--- src/rtl/enc_pkg.sv ---
// Shared constants and index-width helper for the priority encoder family.
package enc_pkg;

    localparam int ENC_N_DEFAULT = 4;
    localparam int ERR_CNT_W     = 8;

    // Smallest w with 2**w >= n, never less than 1 so an index port always exists.
    function automatic int idx_w(input int n);
        int w;
        w = 0;
        for (int i = 0; i < 31; i++) begin
            if ((1 << i) < n) w = i + 1;
        end
        return (w == 0) ? 1 : w;
    endfunction

endpackage

--- src/rtl/prio_enc_core.sv ---
// Combinational MSB-priority encoder: index of the highest set bit plus none/multi-hot flags.
module prio_enc_core
    import enc_pkg::*;
#(
    parameter  int N = ENC_N_DEFAULT,
    localparam int W = idx_w(N)
) (
    input  logic [N-1:0] d,
    output logic [W-1:0] idx,
    output logic         none,
    output logic         multi
);

    // Ascending scan so the last hit (highest bit) wins.
    always_comb begin
        idx = '0;
        for (int i = 0; i < N; i++) begin
            if (d[i]) idx = W'(i);
        end
    end

    assign none = (d == '0);
    // Clearing the lowest set bit leaves something only if more than one bit was set.
    assign multi = |(d & (d - N'(1)));

endmodule

--- src/rtl/encoder4to2_pipe.sv ---
// Registered priority encoder with valid/ready handshake and one output register stage.
// Optional multi-hot error counter enabled by defining ENC_ERR_CNT_EN.
module encoder4to2_pipe
    import enc_pkg::*;
#(
    parameter  int N = ENC_N_DEFAULT,
    localparam int W = idx_w(N)
) (
    input  logic                 clk,
    input  logic                 rst_n,
    input  logic                 e,
    input  logic                 in_valid,
    output logic                 in_ready,
    input  logic [N-1:0]         d,
    output logic                 out_valid,
    input  logic                 out_ready,
    output logic [W-1:0]         out_idx,
    output logic                 out_none,
    output logic                 out_multi,
    output logic [ERR_CNT_W-1:0] err_cnt
);

    logic [W-1:0] idx_p0;
    logic         none_p0;
    logic         multi_p0;
    logic         accept_p0;

    logic [W-1:0] idx_p1;
    logic         none_p1;
    logic         multi_p1;
    logic         vld_p1;

    prio_enc_core #(.N(N)) u_core (
        .d     (d),
        .idx   (idx_p0),
        .none  (none_p0),
        .multi (multi_p0)
    );

    // A draining slot can be refilled in the same cycle, giving full throughput.
    assign in_ready  = e && (!vld_p1 || out_ready);
    assign accept_p0 = in_valid && in_ready;

    // ---- stage p0 -> p1 boundary: output register ----
    always_ff @(posedge clk or negedge rst_n) begin
        if (!rst_n) begin
            vld_p1   <= 1'b0;
            idx_p1   <= '0;
            none_p1  <= 1'b0;
            multi_p1 <= 1'b0;
        end else if (accept_p0) begin
            vld_p1   <= 1'b1;
            idx_p1   <= idx_p0;
            none_p1  <= none_p0;
            multi_p1 <= multi_p0;
        end else if (out_ready) begin
            vld_p1   <= 1'b0;
        end
    end

    assign out_valid = vld_p1;
    assign out_idx   = idx_p1;
    assign out_none  = none_p1;
    assign out_multi = multi_p1;

`ifdef ENC_ERR_CNT_EN
    logic [ERR_CNT_W-1:0] err_cnt_p1;

    function automatic logic [ERR_CNT_W-1:0] sat_inc(input logic [ERR_CNT_W-1:0] v);
        return (&v) ? v : v + 1'b1;
    endfunction

    always_ff @(posedge clk or negedge rst_n) begin
        if (!rst_n) begin
            err_cnt_p1 <= '0;
        end else if (accept_p0 && multi_p0) begin
            err_cnt_p1 <= sat_inc(err_cnt_p1);
        end
    end

    assign err_cnt = err_cnt_p1;
`else
    assign err_cnt = '0;
`endif

endmodule
--- config.mk ---
export PLATFORM = sky130hd
export DESIGN_NAME = encoder4to2_pipe
export DESIGN_NICKNAME = d
export VERILOG_FILES = /design/src/rtl/enc_pkg.sv /design/src/rtl/prio_enc_core.sv /design/src/rtl/encoder4to2_pipe.sv
export SDC_FILE = /design/constraint.sdc
export NUM_CORES = 1
export LEC_CHECK = 0
export BUFFER_PORTS_ARGS = -buffer_cell sky130_fd_sc_hd__buf_2
export CORE_AREA = 10 10 47 49
export CTS_CLUSTER_SIZE = 28
export DETAILED_ROUTE_END_ITERATION = 8
export DIE_AREA = 0 0 57 59
export GPL_TIMING_DRIVEN = 0
export SLEW_MARGIN = 10
export SYNTH_ARGS = -nofsm -noshare
export SYNTH_HDL_FRONTEND = slang
export SYNTH_SLANG_ARGS = --single-unit
--- constraint.sdc ---
create_clock -name clk -period 1.17 [get_ports clk]
set_input_delay 0.0585 -clock clk [delete_from_list [all_inputs] [get_ports clk]]
set_output_delay 0.0585 -clock clk [all_outputs]
set_load 0.05 [all_outputs]
# Yosys cells after proc, flatten, opt, wreduce, memory -nomap -nowiden
# Cells that the tools add are included.
totals:
  output_inout_bits: 14
  word_cells: 18
  reg_bits: 5
  inputBits: 9
op_classes:
  n_mux: 5
  n_bitwise: 1
  addsub: 1
  n_reduce_logical: 7
ops:
  columns: ["cell", "count"]
  rows:
  - ["$and A4 B4 Y4", 1]
  - ["$logic_not A4 Y1", 1]
  - ["$mux W2", 2]
  - ["$reduce_or A4 Y1", 1]
  - ["$sub A4 B1 Y4 const B", 1]
  - ["$mux W1", 3]
  - ["$logic_and A1 B1 Y1", 2]
  - ["$reduce_bool A2 Y1", 1]
  - ["$logic_not A1 Y1", 1]
  - ["$logic_or A1 B1 Y1", 1]

# Depth between registers and ports, before layout
logic_depth:
  depth_word: 5
  depth_mapped: 3
  depth_no_buf: 3

# Modules after synthesis
# Synthesis repeated with hierarchy kept, for this count alone.
hier_totals:
  hier_cells: 30
  area_unflattened_um2: 347.8
modules_own_cells:
  columns: ["module", "instances", "seq_area_each_um2", "area_each_um2", "cells_per_inst"]
  rows:
  - ["encoder4to2_pipe", 1, 125.1, 299.0, 23]
  - ["prio_enc_core", 1, 0.0, 48.8, 7]

# Worst setup path after synthesis
# Ideal clock, no wire load.
synth_path:
  kind: "flip-flop to flip-flop"
  startpoint: "register vld_p1, in the netlist out_valid"
  endpoint: "register idx_p1[1], in the netlist out_idx[1]"
  synth_period_minus_slack_ps: 1321
  stages_incl_launch_ff: 4
  path_buffers: 0
  setup_slack_ps: -151
  t_arrival_ps: 1196
  t_required_ps: 1045
  setup_ps: 125
  path_cell_list: "dfrtp_1 > nand2b_4 > nand3_4 > mux2_2"
synth_via:
  elab_chain_cells: 4
synth_lines:
  columns: ["element", "line_no", "rtl"]
  rows:
  - ["start: declaration", "encoder4to2_pipe.sv:31", "logic vld_p1;"]
  - ["start signal: assignment", "encoder4to2_pipe.sv:47", "vld_p1 <= 1'b0;"]
  - ["start signal: assignment", "encoder4to2_pipe.sv:52", "vld_p1 <= 1'b1;"]
  - ["start signal: assignment", "encoder4to2_pipe.sv:57", "vld_p1 <= 1'b0;"]
  - ["$logic_not A1 Y1", "encoder4to2_pipe.sv:41", "assign in_ready = e && (!vld_p1 || out_ready);"]
  - ["$logic_or A1 B1 Y1", "encoder4to2_pipe.sv:41", null]
  - ["$logic_and A1 B1 Y1", "encoder4to2_pipe.sv:41", null]
  - ["$logic_and A1 B1 Y1", "encoder4to2_pipe.sv:42", "assign accept_p0 = in_valid && in_ready;"]
  - ["end signal: assignment", "encoder4to2_pipe.sv:53", "idx_p1 <= idx_p0;"]
  - ["end: declaration", "encoder4to2_pipe.sv:28", "logic [W-1:0] idx_p1;"]
# Every way passes these cells.
# A chain may end at the register's enable or synchronous reset.

# Final worst setup path
layout_path:
  startpoint: "register vld_p1, in the netlist out_valid"
  endpoint: "output port in_ready"
layout_via:
  elab_chain_cells: 3
layout_lines:
  columns: ["element", "line_no", "rtl"]
  rows:
  - ["$logic_not A1 Y1", "encoder4to2_pipe.sv:41", null]
  - ["$logic_or A1 B1 Y1", "encoder4to2_pipe.sv:41", null]
  - ["$logic_and A1 B1 Y1", "encoder4to2_pipe.sv:41", null]
  - ["end: declaration", "encoder4to2_pipe.sv:13", "output logic in_ready,"]
# Every way passes these cells.

==> impl_metrics.yaml <==
floorplanning:
  die-area_mm2: 0.00336
  core_region_area_mm2: 0.00140
  rows: 14
  io-pin-count: 23
  fp.dieW_um: 57
  y_dimension_of_the_die_um: 59
  effective_utilization_at_floorplan_pct: 22.8
timing:
  rsz0062_at_grt: "no"
  final_clock_period_utilization_by_the_worst_path_pct: 95.8
  maxSlewViolCount: 0
  skew_ps: 0.959
  final.min_clock_period_ps: 1120
  report.final.setup_viol: 0
  fmax_ghz: 0.893
  final-hold-violation-count: 0
  fin_setup_tns_ps: 0
critical_path:
  critical_path_arrival_ps: 1060
  critPathKind: "flip-flop to output pin"
  required_ps: 1110
  ff2ff_path_depth: 3
  r2r_end: "out_idx[1]"
  rr_startpoint: "out_valid"
  worstSetupStartpointType: "flip-flop"
  worstSetupEndpointType: "output pin"
  reg2reg_setup_slack_ps: 170
  worstPathMaxFanout: 3
synthesis:
  synth.lib_cells_used.distinct: 15
  synthesis.area_per_instance_um2: 10.6
  yosys.area.top_type: "sky130_fd_sc_hd__dfrtp_1"
  syn_inst: 30
  netlist_top_cells_area: "sky130_fd_sc_hd__dfrtp_1 (39%), sky130_fd_sc_hd__buf_4 (19%), sky130_fd_sc_hd__mux2_2 (7.1%), sky130_fd_sc_hd__mux2i_1 (6.3%), sky130_fd_sc_hd__nand3_4 (5.5%)"
  ys_seq_area_share_pct: 39.2
  synth.yosys.warnings: 0
  postSynthRegisterBits: 5
  synth_top_area_share_pct: 39.2
  syn_area_um2: 319
drt:
  number_of_vias_after_detailed_routing: 258
  finalWirelength_um: 733
  antenna_left: 0
  wl_per_cell_um: 10.2
  via_per_inst: 3.58
  detail_route.first_pass.iterations: 2
  detail_route.drc_violations: 0
  drt-initial-drc-count: 1
cts:
  htreeDepth: 1
  clockRootBuffer: "sky130_fd_sc_hd__clkbuf_4"
  cts-buffers-inserted: 3
  clock_sinks: 5
  clock_tree.buffer_depth: 2
  path_clk_slew_ps: 40
  clk_latency_ps: 240
  cts_tree: "done"
  post_cts_buffers: 0
power:
  clockPowerShare_pct: 28.2
  power.net_switching_mw: 0.283
  maximum_vdd_drop_v: 0.000615
  leakage_nw: 0.275
  combPwrFrac_pct: 40.9
  swShare_pct: 41.0
  power_report.internal_total_mw: 0.407
  seq_power_share_pct: 30.9
  power_per_cell_area_mw_per_mm2: 1450
run:
  max_cap_viol_count: 0
hold_path:
  worst_hold_path.endpoint: "out_valid"
  worst_hold_startpoint: "out_ready"
  hp-class: "primary input to flip-flop"
  timing.hold.worst_path_depth: 3
finish:
  fin_area_um2: 475
  n_antenna_cell: 0
  syn_to_final_growth_pct: 49.0
  share_of_post_route_cells_with_drive_strength_above_1_pct: 57.1
  nNetsFinal: 66
  finish.cell_count_without_fillers: 72
status:
  status: "finished, final reports clean"
place:
  rd_place_congestion: 0.661
  placed_area_um2: 437
  io_buffer_count: 14
  placed_cells_incl_taps: 67
global_route:
  antenna_found_initial: 0
  grt.total_usage_pct: 4.56
  global_route_wire_length_before_repair_um: 1160
  first_global_vias: 266
  maximum_number_of_pins_on_one_net_before_global_route_repair: 6
  global_route.overflow_total: 0
synthesized netlist by cell type, drive strengths merged:
cell,instances
mux2,2
o22ai,1
conb,1
nand3,1
or2,1
dfrtp,5
nor3,1
nand2,1
mux2i,2
buf,8
and2,1
a21oi,1
nand2b,1
maj3,1
inv,3
registers in the layout (all words and copies together) (netlist names):
register and cells:
out_none 1, out_multi 1, out_idx 2, out_valid 1
worst max path at each step:
stage	start	slack (ps)	cells after the start	end
final	out_valid	50	3	in_ready
after global routing	out_valid	0.2	3	in_ready
after CTS	out_valid	30	3	in_ready
after detailed placement	out_valid	160	3	out_none
after global placement	out_valid	180	3	out_idx[1]
after floorplan	out_valid	20	3	out_idx[1]
power by group through the flow:
| stage | logic (mW) | clock network, mW | registers [mW] |
|---|---|---|---|
| 2_1_floorplan | 0.131 | 0 | 0.304 |
| 3_3_place_gp | 0.278 | 0 | 0.214 |
| 3_5_place_dp | 0.280 | 0 | 0.216 |
| 4_1_cts | 0.285 | 0.204 | 0.213 |
| 5_1_grt | 0.298 | 0.211 | 0.217 |
| 6_report | 0.282 | 0.195 | 0.213 |
critical path, stage by stage (launching register included):
cell and delay [ps]:
sky130_fd_sc_hd__dfrtp_2 420, sky130_fd_sc_hd__nand2b_4 90, sky130_fd_sc_hd__and2_2 130, sky130_fd_sc_hd__buf_4 180
metrics by stage:
stage               setup WS, ps  hold slack (ps)  utilization, %  power [mW]
finish                      49.7              113            33.9       0.689
detailed placement           163             -117            31.2       0.495
CTS                         32.1              116            33.9       0.702
global placement             184             -122            31.2       0.492
floorplan                   19.7             -237               -       0.434
global route               0.243              132            33.9       0.726
final cells by class:
type	count	area, µm²
flip-flops and latches	5	126
inverters	3	11.3
multi-input cells	21	149
plain buffers	8	60.1
fillers	165	926
well taps	16	20.0
repair buffers	15	82.6
clock buffers	4	26.3
metal layers:
metal | wire length, µm | up-vias | GRT usage, %
met5 | 0 | - | 0
met4 | 0 | 0 | 2.01
met3 | 85 | 0 | 4.29
met2 | 323 | 17 | 6.20
met1 | 324 | 108 | 4.69
li1 | - | 133 | -
cell families (layout without fill, tap and decap cells):
group,after synthesis,count (layout),synth area share [%]
compound gates,2,2,3.53
fa+ha+maj,1,1,3.53
buf+inv,11,30,22.4
flops,5,5,39.2
mux,4,4,13.3
other cells,1,8,1.18
simple gates,6,6,16.9
cell usage in the layout (no fill, tap or decap):
| cell | instances |
|---|---|
| sky130_fd_sc_hd__dfrtp_2 | 1 |
| sky130_fd_sc_hd__mux2_2 | 2 |
| sky130_fd_sc_hd__a21oi_1 | 1 |
| sky130_fd_sc_hd__dfrtp_1 | 4 |
| sky130_fd_sc_hd__mux2i_1 | 2 |
| sky130_fd_sc_hd__clkbuf_1 | 1 |
| sky130_fd_sc_hd__nand3_4 | 1 |
| sky130_fd_sc_hd__clkbuf_4 | 3 |
| sky130_fd_sc_hd__nand2_1 | 1 |
| sky130_fd_sc_hd__and2_2 | 1 |
| sky130_fd_sc_hd__nor3_1 | 1 |
| sky130_fd_sc_hd__nand2b_4 | 1 |
| sky130_fd_sc_hd__or2_1 | 1 |
| sky130_fd_sc_hd__dlygate4sd3_1 | 1 |
| sky130_fd_sc_hd__maj3_2 | 1 |
| sky130_fd_sc_hd__o22ai_1 | 1 |
| sky130_fd_sc_hd__buf_4 | 9 |
| sky130_fd_sc_hd__inv_1 | 3 |
| sky130_fd_sc_hd__conb_1 | 8 |
| sky130_fd_sc_hd__buf_2 | 13 |
what timing repair did:
| action | CTS | global route |
|---|---|---|
| gates resized for setup | 1 | 0 |
| hold buffers | 1 | 0 |
| endpoints found under the setup margin | 1 | 0 |
| endpoints found under the hold margin | 5 | 0 |
(Power assumes the default switching activity.)
